==> src/rtl/rr_dispatcher_pkg.sv <==
// Shared constants for the round-robin write dispatcher and its channel FIFOs.
package rr_dispatcher_pkg;
   localparam int NCH = 4;
   localparam logic [1:0] CH_A = 2'd0;
   localparam logic [1:0] CH_B = 2'd1;
   localparam logic [1:0] CH_C = 2'd2;
   localparam logic [1:0] CH_D = 2'd3;
   localparam int DW_DEF    = 8;
   localparam int DEPTH_DEF = 8;
endpackage

==> src/rtl/dispatch_fifo.sv <==
// Single-clock channel FIFO with registered read data (1-cycle latency).
// Reads on empty raise rerr; writes while full are refused, using the pre-edge count.
module dispatch_fifo #(
   parameter int DW    = 8,
   parameter int DEPTH = 8,
   parameter int CW    = 4
) (
   input  logic          clk,
   input  logic          rst,
   input  logic          wen,
   input  logic          ren,
   input  logic [DW-1:0] din,
   output logic [DW-1:0] dout,
   output logic          rvalid,
   output logic          rerr,
   output logic          full,
   output logic [CW-1:0] count
);
   localparam int AW = $clog2(DEPTH);

   logic [DW-1:0] mem [DEPTH];
   logic [AW-1:0] wr_ptr;
   logic [AW-1:0] rd_ptr;
   logic          do_wr;
   logic          do_rd;

   assign full  = (count == CW'(DEPTH));
   assign do_wr = wen & ~full;
   assign do_rd = ren & (count != '0);

   always_ff @(posedge clk) begin
      if (!rst && do_wr) begin
         mem[wr_ptr] <= din;
      end
   end

   always_ff @(posedge clk) begin
      if (rst) begin
         wr_ptr <= '0;
         rd_ptr <= '0;
         count  <= '0;
         dout   <= '0;
         rvalid <= 1'b0;
         rerr   <= 1'b0;
      end else begin
         if (do_wr) wr_ptr <= wr_ptr + AW'(1);
         if (do_rd) rd_ptr <= rd_ptr + AW'(1);
         // Read and write in the same cycle cancel out in the count.
         count  <= count + CW'(do_wr) - CW'(do_rd);
         dout   <= do_rd ? mem[rd_ptr] : '0;
         rvalid <= do_rd;
         rerr   <= ren & ~do_rd;
      end
   end
endmodule

==> src/rtl/rr_dispatcher.sv <==
// Distributes one input stream round-robin over four channel FIFOs, skipping full ones.
// in_ready drops only when every channel is full; a word offered then is dropped and flagged on ovf.
module rr_dispatcher
   import rr_dispatcher_pkg::*;
#(
   parameter int DW    = DW_DEF,
   parameter int DEPTH = DEPTH_DEF,
   parameter int CW    = $clog2(DEPTH) + 1
) (
   input  logic              clk,
   input  logic              rst,
   input  logic              in_valid,
   input  logic [DW-1:0]     din,
   output logic              in_ready,
   output logic              ovf,
   input  logic [NCH-1:0]    ren,
   output logic [NCH*DW-1:0] dout,
   output logic [NCH-1:0]    out_valid,
   output logic [NCH-1:0]    err
);
   logic [1:0]     ptr;
   logic [1:0]     sel;
   logic [1:0]     cand;
   logic           found;
   logic           accept;
   logic [NCH-1:0] full;
   logic [NCH-1:0] wen;
   logic [CW-1:0]  count [NCH];

   // Priority search starting at ptr, wrapping modulo the channel count.
   always_comb begin
      sel   = ptr;
      cand  = ptr;
      found = 1'b0;
      for (int k = 0; k < NCH; k++) begin
         cand = ptr + 2'(k);
         if (!found && (count[cand] < CW'(DEPTH))) begin
            sel   = cand;
            found = 1'b1;
         end
      end
   end

   assign in_ready = ~&full;
   assign accept   = in_valid & in_ready;
   assign wen      = accept ? (NCH'(1) << sel) : '0;

   always_ff @(posedge clk) begin
      if (rst) begin
         ptr <= CH_A;
         ovf <= 1'b0;
      end else begin
         ovf <= in_valid & ~in_ready;
         if (accept) ptr <= sel + 2'd1;
      end
   end

   for (genvar i = 0; i < NCH; i++) begin : g_ch
      dispatch_fifo #(
         .DW    (DW),
         .DEPTH (DEPTH),
         .CW    (CW)
      ) u_fifo (
         .clk    (clk),
         .rst    (rst),
         .wen    (wen[i]),
         .ren    (ren[i]),
         .din    (din),
         .dout   (dout[DW*i +: DW]),
         .rvalid (out_valid[i]),
         .rerr   (err[i]),
         .full   (full[i]),
         .count  (count[i])
      );
   end
endmodule

==> config.mk <==
export PLATFORM = sky130hd
export DESIGN_NAME = rr_dispatcher
export DESIGN_NICKNAME = d
export VERILOG_FILES = /design/src/rtl/rr_dispatcher_pkg.sv /design/src/rtl/dispatch_fifo.sv /design/src/rtl/rr_dispatcher.sv
export SDC_FILE = /design/constraint.sdc
export NUM_CORES = 1
export LEC_CHECK = 0
export ABC_AREA = 0
export CORE_ASPECT_RATIO = 1.1
export CORE_MARGIN = 5
export CORE_UTILIZATION = 55
export DETAILED_ROUTE_END_ITERATION = 6
export PLACE_DENSITY = 0.76
export SLEW_MARGIN = 20
export SYNTH_ARGS = -nofsm -noshare
export SYNTH_HDL_FRONTEND = slang
export SYNTH_HIERARCHICAL = 1
export SYNTH_SLANG_ARGS = --single-unit
==> constraint.sdc <==
create_clock -name clk -period 2.9 [get_ports clk]
set_input_delay 0.29 -clock clk [delete_from_list [all_inputs] [get_ports clk]]
set_output_delay 0.29 -clock clk [all_outputs]
set_load 0.02 [all_outputs]
==> out/summary.md <==
The flow ran to the end, and the final reports show no timing, DRC or antenna violations. The power per cell area is 813.5 nW/um^2, and the starting density of the core is 0.5532. The leakage power total came out at 0.005665 uW. The fraction of registers with async set or reset after synthesis is 0. The library cell used most frequently in the layout, excluding fill and tap cells, is sky130_fd_sc_hd__edfxtp_1. In this run the vertical extent of the chip is 176.7 um.

Dividing the detail-routed wire length by the instance count gives 19.62 um. The startpoint identified for the worst register-to-register timing path is ptr[0]$_SDFFE_PP0P_. Measured along the x axis, the die boundary spans 161.5 um.

The net count of the finished layout was 1019; the multi-input gate area in the final layout was 3862 um^2. Among all flip-flop cells after synthesis, the most frequent one is sky130_fd_sc_hd__edfxtp_1. The endpoint kind of the worst setup timing path was a flop. Setup repair after global routing could not meet its margin everywhere. Setup violations remaining at the end of the flow were counted as 0. The final count of hold timing violations is 0, and the routed via count divided by cell count is 5.652.

Of all nets on the critical path, the largest fanout is 5. TritonCTS built the clock tree. The detail route stage leaves a number of antenna-violating nets equal to 0. The logs give 0.15 ns for the worst reg-to-reg setup slack and 7398 for the via count. Routability-driven placement finished with a final weighted congestion of 0.7819. The maximum clock rate was 0.3638 GHz; the total wirelength of the detailed-routed design was 25.68 mm.

The met1 usage was 0.2413; the combined area of all synthesized cells was 13890 um^2. Entering global routing, the biggest net connects 36 pins. In this run the critical register-to-register path is captured at g_ch[2].u_fifo/count[3]$_SDFF_PP0_. The first global-routing pass estimated 40.48 mm of wire. The clock insertion delay at the later pin of the skew report was 0.50 ns; the final period demand of the worst path was 2.748 ns. After clock tree synthesis, the clock-pin slew on the worst setup and hold paths is 0.06 ns.

Timing endpoint of the critical path: g_ch[2].u_fifo/count[3]$_SDFF_PP0_. Summed negative setup slack over all endpoints: 0 ns. The logs give 35 for the total clock buffers created by CTS and 1713 for the number of filler cells placed in the layout.

In the layout the commonest cells are sky130_fd_sc_hd__edfxtp_1, sky130_fd_sc_hd__dfxtp_1, sky130_fd_sc_hd__inv_1, sky130_fd_sc_hd__buf_4, sky130_fd_sc_hd__clkdlybuf4s50_1. The number of antenna diodes in the final layout is 0. The worst setup path is launched from a flop. Sequential fraction of the synthesis area: 0.6730. The worst voltage drop across the vdd grid came out at 0.4648 mV. The first detailed-routing pass ran for 5 iterations.

The cell depth of the worst flop-to-flop path was 12. The run gives 0.4320 as the worst relative slew slack. Between clock sinks in the finished design, the worst skew comes to 0.02146 ns. For this run, the number of Yosys warnings is 6. Across the whole layout, storage elements account for 9353 um^2. The total overflow left after global routing is 0.

Area enclosed by the die boundary: 28540 um^2. The number of cells produced by synthesis came out at 846. The met2 usage in global routing is 0.3187.

For this run, design rule violations remaining after detail routing come to 0. The tightest hold path in the finished design has a slack of 0.1306 ns. For the unique cell type count in the Yosys netlist, the log shows 46. For the max-slew violation count, the log shows 0. The number of global-route vias before repair came out at 7401.

The tree is rooted in a sky130_fd_sc_hd__clkbuf_16. The most critical setup path has its startpoint at ptr[0]$_SDFFE_PP0P_. The logs give 57 for the I/O pin count and 15.64 mm for the half-perimeter wire length after placement.

The fraction of layout cells with a size suffix above 1 was 0.2213; the part of the cycle the worst path needs was 0.9477. For this design, the sink count on the clock tree is 339. A synthesized cell averages 16.42 um^2.

The number of input and output port buffers inserted works out to 56. By startpoint and endpoint, the worst setup path is classified as reg2reg. Once the clock tree was built, the setup fixing pass inserted 0 buffers.

The number of antenna violations at the first check in global routing came out at 0. The final total power was 13130 uW. The worst min-delay path class is in2reg.

In this run, post-CTS hold repair placed 0 buffers. Relative to the synthesized area, the layout overhead comes to 16.21%. The logs give 544 for the number of violations reported at the end of detailed-routing iteration 0 and 0.02842 for the global routing met3 resource utilization. The maximum buffer depth of the clock tree is 3, and the number of enable-type register cells in the synthesized netlist is 256. The count of max-cap constraint violations came out at 0. For the pin with the worst max-slew slack, the measured transition is 0.8508 ns.

The tools report the critical path arrival as 3.14 ns. The global routing stage identified its most utilized layer as met2. The number of levels the H-tree was split into is 2, and the data required time of the worst path is 3.29 ns. For the row count, the log shows 61. The area of the core was 25110 um^2; the number of flip-flops and latches in the synthesized netlist was 339.

The total global routing track utilization is 0.1825, and the net count of the mapped netlist is 897.
## stage by stage
stage / util / setup WS (ns) / cell area, um^2 / std cells
2_1_floorplan: - / -0.02790 / 13890 / 846
3_3_place_gp: 0.5975 / 0.1020 / 15000 / 1246
3_5_place_dp: 0.5975 / -0.02837 / 15000 / 1246
4_1_cts: 0.6422 / 0.02865 / 16130 / 1309
5_1_grt: 0.6429 / -0.02870 / 16140 / 1309
6_report: 0.6429 / 0.1515 / 16140 / 1309
## synth_stat cells, types with 5 or more instances
master                       n  area, um^2
sky130_fd_sc_hd__nor4_1      6       37.54
sky130_fd_sc_hd__a21oi_1    20       100.1
sky130_fd_sc_hd__or3_1      18       112.6
sky130_fd_sc_hd__o22ai_2    32       400.4
sky130_fd_sc_hd__nand2_1    12       45.04
sky130_fd_sc_hd__edfxtp_1  256        7687
sky130_fd_sc_hd__inv_1      70       262.8
sky130_fd_sc_hd__nor2b_1    12       75.07
sky130_fd_sc_hd__nor3b_1     6       45.04
sky130_fd_sc_hd__and2_1      5       31.28
sky130_fd_sc_hd__o21ai_0    17       85.08
sky130_fd_sc_hd__mux4_2     46        1036
sky130_fd_sc_hd__or3b_1      8       70.07
sky130_fd_sc_hd__nand3_1    21       105.1
sky130_fd_sc_hd__nor3_1     10       50.05
sky130_fd_sc_hd__dfxtp_1    83        1662
sky130_fd_sc_hd__clkinv_1   28       105.1
sky130_fd_sc_hd__buf_6      12       135.1
sky130_fd_sc_hd__nor4b_1     6       52.55
sky130_fd_sc_hd__mux4_1     18       473.0
sky130_fd_sc_hd__buf_2      16       80.08
sky130_fd_sc_hd__ha_1       32       400.4
sky130_fd_sc_hd__mux2_2      8       90.09
sky130_fd_sc_hd__nor2_1     49       183.9
## flip-flops by register name, indices dropped and copies added, names as in the netlist
signal and count:
g_ch.u_fifo/dout 32, ptr 2, g_ch.u_fifo/wr_ptr 12, g_ch.u_fifo/rd_ptr 12
g_ch.u_fifo/rerr 4, g_ch.u_fifo/mem 256, g_ch.u_fifo/count 16, ovf 1
g_ch.u_fifo/rvalid 4
## report_power, final
group,switching (uW),internal (uW),leakage [uW]
combinational,1470,1480,0.00214
clock,1760,2570,0.000539
sequential,312,5550,0.00298
## layer usage
layer,wire length [um],vias up
met5,0,-
met4,583,0
met3,1165,44
met2,13380,182
met1,10550,3725
li1,-,3447
## worst max-delay path, stage by stage, from the launching register on
cell and delay (ns):
sky130_fd_sc_hd__dfxtp_1 0.39, sky130_fd_sc_hd__nor2_1 0.08, sky130_fd_sc_hd__a211o_1 0.27, sky130_fd_sc_hd__a32oi_2 0.25, sky130_fd_sc_hd__inv_1 0.11, sky130_fd_sc_hd__ha_1 0.20
sky130_fd_sc_hd__and3_1 0.18, sky130_fd_sc_hd__nand2_1 0.12, sky130_fd_sc_hd__nand2_1 0.07, sky130_fd_sc_hd__ha_1 0.28, sky130_fd_sc_hd__a21o_1 0.18, sky130_fd_sc_hd__a21oi_1 0.17
sky130_fd_sc_hd__mux2_2 0.34
## worst min path at each step
stage / cells past startpoint / slack, ns / end / start
6_report: 2 / 0.13 / g_ch[2].u_fifo/count[1]$_SDFF_PP0_ / rst
5_1_grt: 2 / 0.14 / g_ch[2].u_fifo/count[1]$_SDFF_PP0_ / rst
4_1_cts: 2 / 0.11 / g_ch[2].u_fifo/count[1]$_SDFF_PP0_ / rst
3_5_place_dp: 2 / 0.55 / g_ch[3].u_fifo/wr_ptr[1]$_SDFFE_PP0P_ / g_ch[3].u_fifo/wr_ptr[1]$_SDFFE_PP0P_
3_3_place_gp: 2 / 0.53 / ptr[0]$_SDFFE_PP0P_ / ptr[0]$_SDFFE_PP0P_
2_1_floorplan: 1 / 0.36 / ptr[1]$_SDFFE_PP0P_ / rst
## cells by family (layout without fill, tap and decap cells)
group	Yosys count	in the layout	synth area share
AND/OR/NAND/NOR	167	167	0.06755
XOR/XNOR	8	8	0.005043
AO/OA/AOI/OAI	88	88	0.05386
buffers and inverters	135	283	0.05017
adder cells (fa/ha/maj)	36	36	0.03459
multiplexers	73	73	0.1158
flip-flops	339	339	0.6730
## cell type report
class,count,share of cell area
Multi-Input combinational cell,372,0.2392
Tap cell,315,0.02441
Clock buffer,48,0.06115
Inverter,99,0.02302
Sequential cell,339,0.5793
Clock inverter,15,0.008215
Timing Repair Buffer,121,0.06464
## timing repair
item	CTS	global route
hold endpoints to repair	0	0
endpoints found under the setup margin	1	36
gates resized for setup	1	8
(Power assumes the default switching activity.)
